### config.mk
export PLATFORM = sky130hd
export DESIGN_NAME = button_event_classifier
export DESIGN_NICKNAME = d
export VERILOG_FILES = /design/src/rtl/button_event_classifier.sv
export SDC_FILE = /design/constraint.sdc
export NUM_CORES = 1
export LEC_CHECK = 0
export ABC_AREA = 1
export CAP_MARGIN = 20
export CORE_MARGIN = 3
export CORE_UTILIZATION = 54
export CTS_BUF_LIST = sky130_fd_sc_hd__clkbuf_2 sky130_fd_sc_hd__clkbuf_4 sky130_fd_sc_hd__clkbuf_8
export DETAILED_ROUTE_END_ITERATION = 10
export PLACE_DENSITY = 0.77
export SLEW_MARGIN = 20
export SYNTH_ARGS = -nofsm -noshare
export SYNTH_HDL_FRONTEND = slang
export SYNTH_SLANG_ARGS = --single-unit
### constraint.sdc
create_clock -name clk -period 1.4 [get_ports clk]
set_input_delay 0.28 -clock clk [delete_from_list [all_inputs] [get_ports clk]]
set_output_delay 0.28 -clock clk [all_outputs]
set_load 0.05 [all_outputs]
### src/rtl/button_event_classifier.sv
// Classifies debounced press/release strobes into click, double-click, long-press
// and auto-repeat pulses. The repeat pulse port is auto_repeat because "repeat" is a reserved word.
module button_event_classifier #(
  parameter int CNT_W        = 16,
  parameter int LONG_TICKS   = 500,
  parameter int REPEAT_TICKS = 100,
  parameter int DCLICK_TICKS = 250
) (
  input  logic clk,
  input  logic rst,
  input  logic tick,
  input  logic btn_down,
  input  logic btn_up,
  output logic click,
  output logic double_click,
  output logic long_press,
  output logic auto_repeat,
  output logic held
);

  typedef enum logic [2:0] {
    IDLE,
    PRESSED,
    LONG,
    WAIT2,
    PRESSED2
  } state_t;

  localparam logic [CNT_W-1:0] LONG_LAST   = CNT_W'(LONG_TICKS - 1);
  localparam logic [CNT_W-1:0] REPEAT_LAST = CNT_W'(REPEAT_TICKS - 1);
  localparam logic [CNT_W-1:0] DCLICK_LAST = CNT_W'((DCLICK_TICKS > 0) ? DCLICK_TICKS - 1 : 0);

  state_t           state, state_nxt;
  logic [CNT_W-1:0] cnt, cnt_nxt;
  logic             click_nxt, dbl_nxt, long_nxt, rpt_nxt, held_nxt;
  logic             dn, up;
  logic             long_exp, rpt_exp, dclick_exp;

  // Coincident press and release strobes cancel each other out.
  assign dn = btn_down & ~btn_up;
  assign up = btn_up & ~btn_down;

  assign long_exp   = tick && (cnt == LONG_LAST);
  assign rpt_exp    = tick && (cnt == REPEAT_LAST);
  assign dclick_exp = tick && (cnt == DCLICK_LAST) && (DCLICK_TICKS != 0);

  always_comb begin
    state_nxt = state;
    cnt_nxt   = tick ? cnt + CNT_W'(1) : cnt;
    click_nxt = 1'b0;
    dbl_nxt   = 1'b0;
    long_nxt  = 1'b0;
    rpt_nxt   = 1'b0;
    unique case (state)
      IDLE: begin
        cnt_nxt = '0;
        if (dn) state_nxt = PRESSED;
      end
      PRESSED: begin
        // A button edge takes priority over a timer expiring in the same cycle.
        if (up) begin
          if (DCLICK_TICKS == 0) begin
            click_nxt = 1'b1;
            state_nxt = IDLE;
          end else begin
            state_nxt = WAIT2;
          end
        end else if (long_exp) begin
          long_nxt  = 1'b1;
          state_nxt = LONG;
        end
      end
      LONG: begin
        if (up) begin
          state_nxt = IDLE;
        end else if (rpt_exp) begin
          rpt_nxt = 1'b1;
          cnt_nxt = '0;
        end
      end
      WAIT2: begin
        if (dn) begin
          state_nxt = PRESSED2;
        end else if (dclick_exp) begin
          click_nxt = 1'b1;
          state_nxt = IDLE;
        end
      end
      PRESSED2: begin
        if (up) begin
          dbl_nxt   = 1'b1;
          state_nxt = IDLE;
        end else if (long_exp) begin
          // The first click is still owed when the second press turns long.
          click_nxt = 1'b1;
          long_nxt  = 1'b1;
          state_nxt = LONG;
        end
      end
      default: state_nxt = IDLE;
    endcase
    if (state_nxt != state) cnt_nxt = '0;
    held_nxt = (state_nxt == PRESSED) || (state_nxt == LONG) || (state_nxt == PRESSED2);
  end

  always_ff @(posedge clk) begin
    if (rst) begin
      state        <= IDLE;
      cnt          <= '0;
      click        <= 1'b0;
      double_click <= 1'b0;
      long_press   <= 1'b0;
      auto_repeat  <= 1'b0;
      held         <= 1'b0;
    end else begin
      state        <= state_nxt;
      cnt          <= cnt_nxt;
      click        <= click_nxt;
      double_click <= dbl_nxt;
      long_press   <= long_nxt;
      auto_repeat  <= rpt_nxt;
      held         <= held_nxt;
    end
  end

endmodule

* Word-level counts from Yosys, hierarchy flattened
Cells that the tools add are included.
** Word-level totals
- Bits in registers :: 24
- Bits of input ports :: 5
** Operators by class
- Add/sub/neg operators :: 1
- Muxes and demuxes :: 19
- Bitwise operators :: 7
- Equal/unequal tests :: 11
- Reductions and logical operators :: 11
** Operator list (number)
- two-way mux 16 bit :: 3
- one-hot mux 16 bit (2 select lines) :: 1
- two-way mux 3 bit :: 7
- adder 16 x 1 -> 16 bit (second input constant) :: 1
- equality test 16 x 7 -> 1 bit (second input constant) :: 1
- equality test 16 x 8 -> 1 bit (second input constant) :: 1
- equality test 16 x 9 -> 1 bit (second input constant) :: 1
- one-hot mux 3 bit (5 select lines) :: 1
- equality test 3 x 2 -> 1 bit (second input constant) :: 3
- OR reduction 2 bit :: 4
- equality test 3 x 1 -> 1 bit (second input constant) :: 2
- equality test 3 bit (second input constant) :: 2
- two-way mux 1 bit :: 6
- NOT 1 bit :: 5
- logical AND 1 bit :: 3
- logical NOT 3 bit :: 1
- != test 3 bit :: 1
- OR reduction 3 bit :: 1
- bitwise AND 1 bit :: 2
- logical OR 1 bit :: 2
- one-hot mux 1 bit (2 select lines) :: 1

* Depth between registers and ports, before layout
- Depth after elaboration :: 8
- Mapped depth :: 15
- Gate-level depth less buffers :: 14

* Least setup slack after synthesis
OpenSTA, ideal clock, no wires.
- Kind :: flip-flop to flip-flop
- Start :: register cnt[0]
- End :: register cnt[12]
- Path slack :: -115 ps
- Library setup time :: 65 ps
- Path buffers :: 0
- Period minus slack after synthesis :: 1515 ps
- Arrival time :: 1450 ps
- Stages on the path, launching flop included :: 11
- Cells stage by stage :: dfxtp_1 > ha_1 > nand3_1 > nor2_1 > nand2_1 > nor2_2 > inv_1 > nor2_1 > xor2_1 > nand2_1 > nor2_1
** Between the ends
- Longest elaborated chain between the ends :: 7
** Ends and longest elaborated chain
- from (decl) :: RTL line 34 : logic [CNT_W-1:0] cnt, cnt_nxt;
- from (signal assigned) :: RTL line 117 : cnt <= cnt_nxt;
- parallel branches: the longest is 7 deep, another holds adder 16 x 1 -> 16 bit
Several ways; the timed one is not identified.
A chain may end at the register's enable or synchronous reset.

* Final worst setup path
- Start :: register cnt[1]
- End :: register cnt[7]
The elaborated chain is that of the path after synthesis.

==> flow_metrics.py <==
metrics = {
    "finish": {
        "diodes": 0,
        "drive_gt1_frac": 0.439,
        "final_util": 0.858,
        "nets": 279,
        "ff_latch_area_um2": 489,
        "fill_cells": 136,
        "finalInstanceArea_um2": 2140,
        "multi_input_area_um2": 935,
        "areaGrowthSynthToFinish_pct": 48.4,
        "finalNonFillerCells": 301,
    },
    "clock_tree": {
        "numCtsBuffers": 3,
        "root_buffer": "clkbuf_4",
        "path_clk_slew_ns": 0.14,
        "clkLatencyLatePin_ns": 0.33,
        "cts_buffer_depth": 2,
        "cts_sinks": 24,
        "cts_max_level": 1,
        "cts_tree": "yes",
        "hold_buffers": 0,
    },
    "place": {
        "pre_cts_ws_ns": -0.713,
        "hpwl_um": 2960,
        "placed_cell_area_um2": 1950,
        "place_congestion": 0.929,
        "port_buffers": 9,
        "placedCellCount": 293,
    },
    "setup_path": {
        "crit_required_ns": 1.63,
        "rrSetupSlack_ns": -0.33,
        "crit_fanout": 12,
        "worstSetupEndpointType": "flop",
        "reg2reg_to": "cnt[7]",
        "critPathLaunchType": "flop",
        "r2r_cells": 14,
        "cp.arrival_ns": 1.96,
        "rr_startpoint": "cnt[1]",
        "crit_type": "reg2reg",
    },
    "global_route": {
        "grt_pass1_wl_um": 7580,
        "grt_max_degree": 14,
        "grt_overflow_total": 0,
        "grt_pass1_vias": 1680,
        "grt_usage": 0.297,
        "antenna_found_initial": 0,
    },
    "routing": {
        "drt-pass1-iter-count": 6,
        "drc": 0,
        "num_vias": 1676,
        "routedWlPerCell_um": 15.3,
        "wl_um": 4600,
        "viasPerCell": 5.57,
        "drt_iter0_drc": 120,
        "ant_nets": 0,
    },
    "floorplan": {
        "die_height_um": 57.7,
        "fp.dieW_um": 57.7,
        "coreArea_um2": 2500,
        "ios": 10,
        "die_area_um2": 3330,
        "start_util": 0.578,
        "rows": 18,
    },
    "timing": {
        "max_freq_mhz": 579,
        "hold-worst-slack_ns": 0.570,
        "setup_viol": 22,
        "finClkSkew_ns": 0.00819,
        "rsz0062_at_grt": "true",
        "tightest_slew_ns": 0.576,
        "layout_setup_ws_ns": -0.327,
        "finalCritPeriodShare": 1.23,
        "setup_tns_ns": -5.75,
        "finalHoldViolCount": 0,
        "max_slew_margin": 0.612,
        "report.final.slew_viol_count": 0,
        "finalCriticalPeriod_ns": 1.73,
    },
    "synth": {
        "synthSimpleGateAreaFrac": 0.457,
        "ys_seq_area_frac": 0.332,
        "synthCells": 211,
        "ys_warn_count": 0,
        "synth_xor_area_frac": 0.0424,
        "syn-cell-area_um2": 1450,
        "async_flop_share": 0,
        "synth_mux_area_frac": 0,
        "synth_fa_ha_area_frac": 0.0173,
        "synth_seq_cells": 24,
        "synth_compound_area_frac": 0.0563,
        "synth_edf_count": 0,
        "synth_ff_type": "dfxtp_1",
        "syn_nets": 218,
        "synth_top_family_by_area": "simple AND/OR/NAND/NOR gates",
        "syn_area_per_cell_um2": 6.85,
        "synth.distinct_cells": 32,
    },
    "run_status": {
        "status": "complete, but fails checks",
        "failed_checks": "negative setup slack",
    },
    "power_and_ir_drop": {
        "vdd_drop_max_v": 0.000790,
        "power_density_nw_per_um2": 613,
        "leakage_nw": 0.928,
        "p_total_mw": 1.31,
    },
    "flow_run": {
        "cap_viol_max_count": 0,
    },
    "min_path": {
        "hold_class": "reg2reg",
        "hold_end": "cnt[15]",
        "min-delay-start": "cnt[15]",
        "hold_depth": 4,
    },
}
cell type report:
class / instances / share of cell area
clock buffers: 4 / 0.0169
inverters: 26 / 0.0455
multi-input cells: 156 / 0.436
flip-flops and latches: 24 / 0.228
well taps: 30 / 0.0175
repair buffers: 61 / 0.256
layer usage:
metal	GRT usage	part of all wire	up-vias
met5	0	0	-
met4	0.179	0.051	0
met3	0.0445	0.066	29
met2	0.535	0.51	83
met1	0.324	0.37	773
li1	-	-	791
cell usage in the layout (no fill, tap or decap), types with 3 or more instances in the layout:
master / instances
nor2_2: 14
dfxtp_1: 21
nor3_2: 3
clkdlybuf4s50_1: 3
buf_12: 6
buf_4: 49
nor2_4: 3
nand3_1: 12
nor2_1: 29
nand4_1: 8
inv_1: 19
nor3_1: 5
nand2_1: 39
nand2_2: 14
xor2_1: 5
clkbuf_4: 3
inv_2: 7
critical path: stages (launching register included):
cell	delay, ns
dfxtp_4	0.38
inv_2	0.06
ha_4	0.12
nand2_2	0.06
inv_2	0.07
nand2_2	0.05
nor2_1	0.08
nand2_1	0.09
nand2_2	0.12
nand4_1	0.18
inv_2	0.11
nor2_4	0.04
nand3_4	0.09
buf_12	0.15
nor2_1	0.04
Yosys cell counts, types with 2 or more instances:
library cell | count | area (µm²)
a21oi_1 | 3 | 15.0
buf_4 | 2 | 15.0
dfxtp_1 | 24 | 480
ha_1 | 2 | 25.0
inv_1 | 22 | 82.6
inv_2 | 4 | 15.0
nand2_1 | 46 | 173
nand2_2 | 7 | 43.8
nand3_1 | 12 | 60.1
nand4_1 | 8 | 50.1
nor2_1 | 32 | 120
nor2_2 | 12 | 75.1
nor2_4 | 2 | 22.5
nor3_1 | 8 | 40.0
nor3_2 | 2 | 20.0
o21ai_0 | 2 | 10.0
o221ai_1 | 2 | 17.5
or2_2 | 2 | 12.5
xnor2_1 | 2 | 17.5
xor2_1 | 5 | 43.8
kinds of logic after synthesis:
kind of cell | count (synthesis)
AO/OA/AOI/OAI | 12
XOR/XNOR | 7
adder cells (fa/ha/maj) | 2
buffers and inverters | 31
flip-flops | 24
AND/OR/NAND/NOR | 135
how the worst max path moves through the flow:
stage	startpoint	depth (start not counted)	to
after floorplan	cnt[1]	15	cnt[0]
after global placement	tick	13	cnt[7]
after detailed placement	tick	13	cnt[10]
after CTS	cnt[1]	15	cnt[10]
after global routing	cnt[1]	14	cnt[7]
final	cnt[1]	14	cnt[7]
power breakdown:
part	switching, mW	internal, mW
logic	0.131	0.107
clock network	0.223	0.160
registers	0.00781	0.686
flip-flops by register name, indices dropped and copies added (netlist names):
| register | cells |
|---|---|
| auto_repeat | 1 |
| click | 1 |
| cnt | 16 |
| double_click | 1 |
| held | 1 |
| long_press | 1 |
| state | 3 |
repair_timing:
item                                   in CTS  in global routing
pin swaps                                   3                  4
buffers inserted                            4                  0
setup endpoints to repair                  22                 23
gates resized for setup                    20                 12
endpoints found under the hold margin       0                  0
No activity file was read; power rests on OpenSTA's default activity.
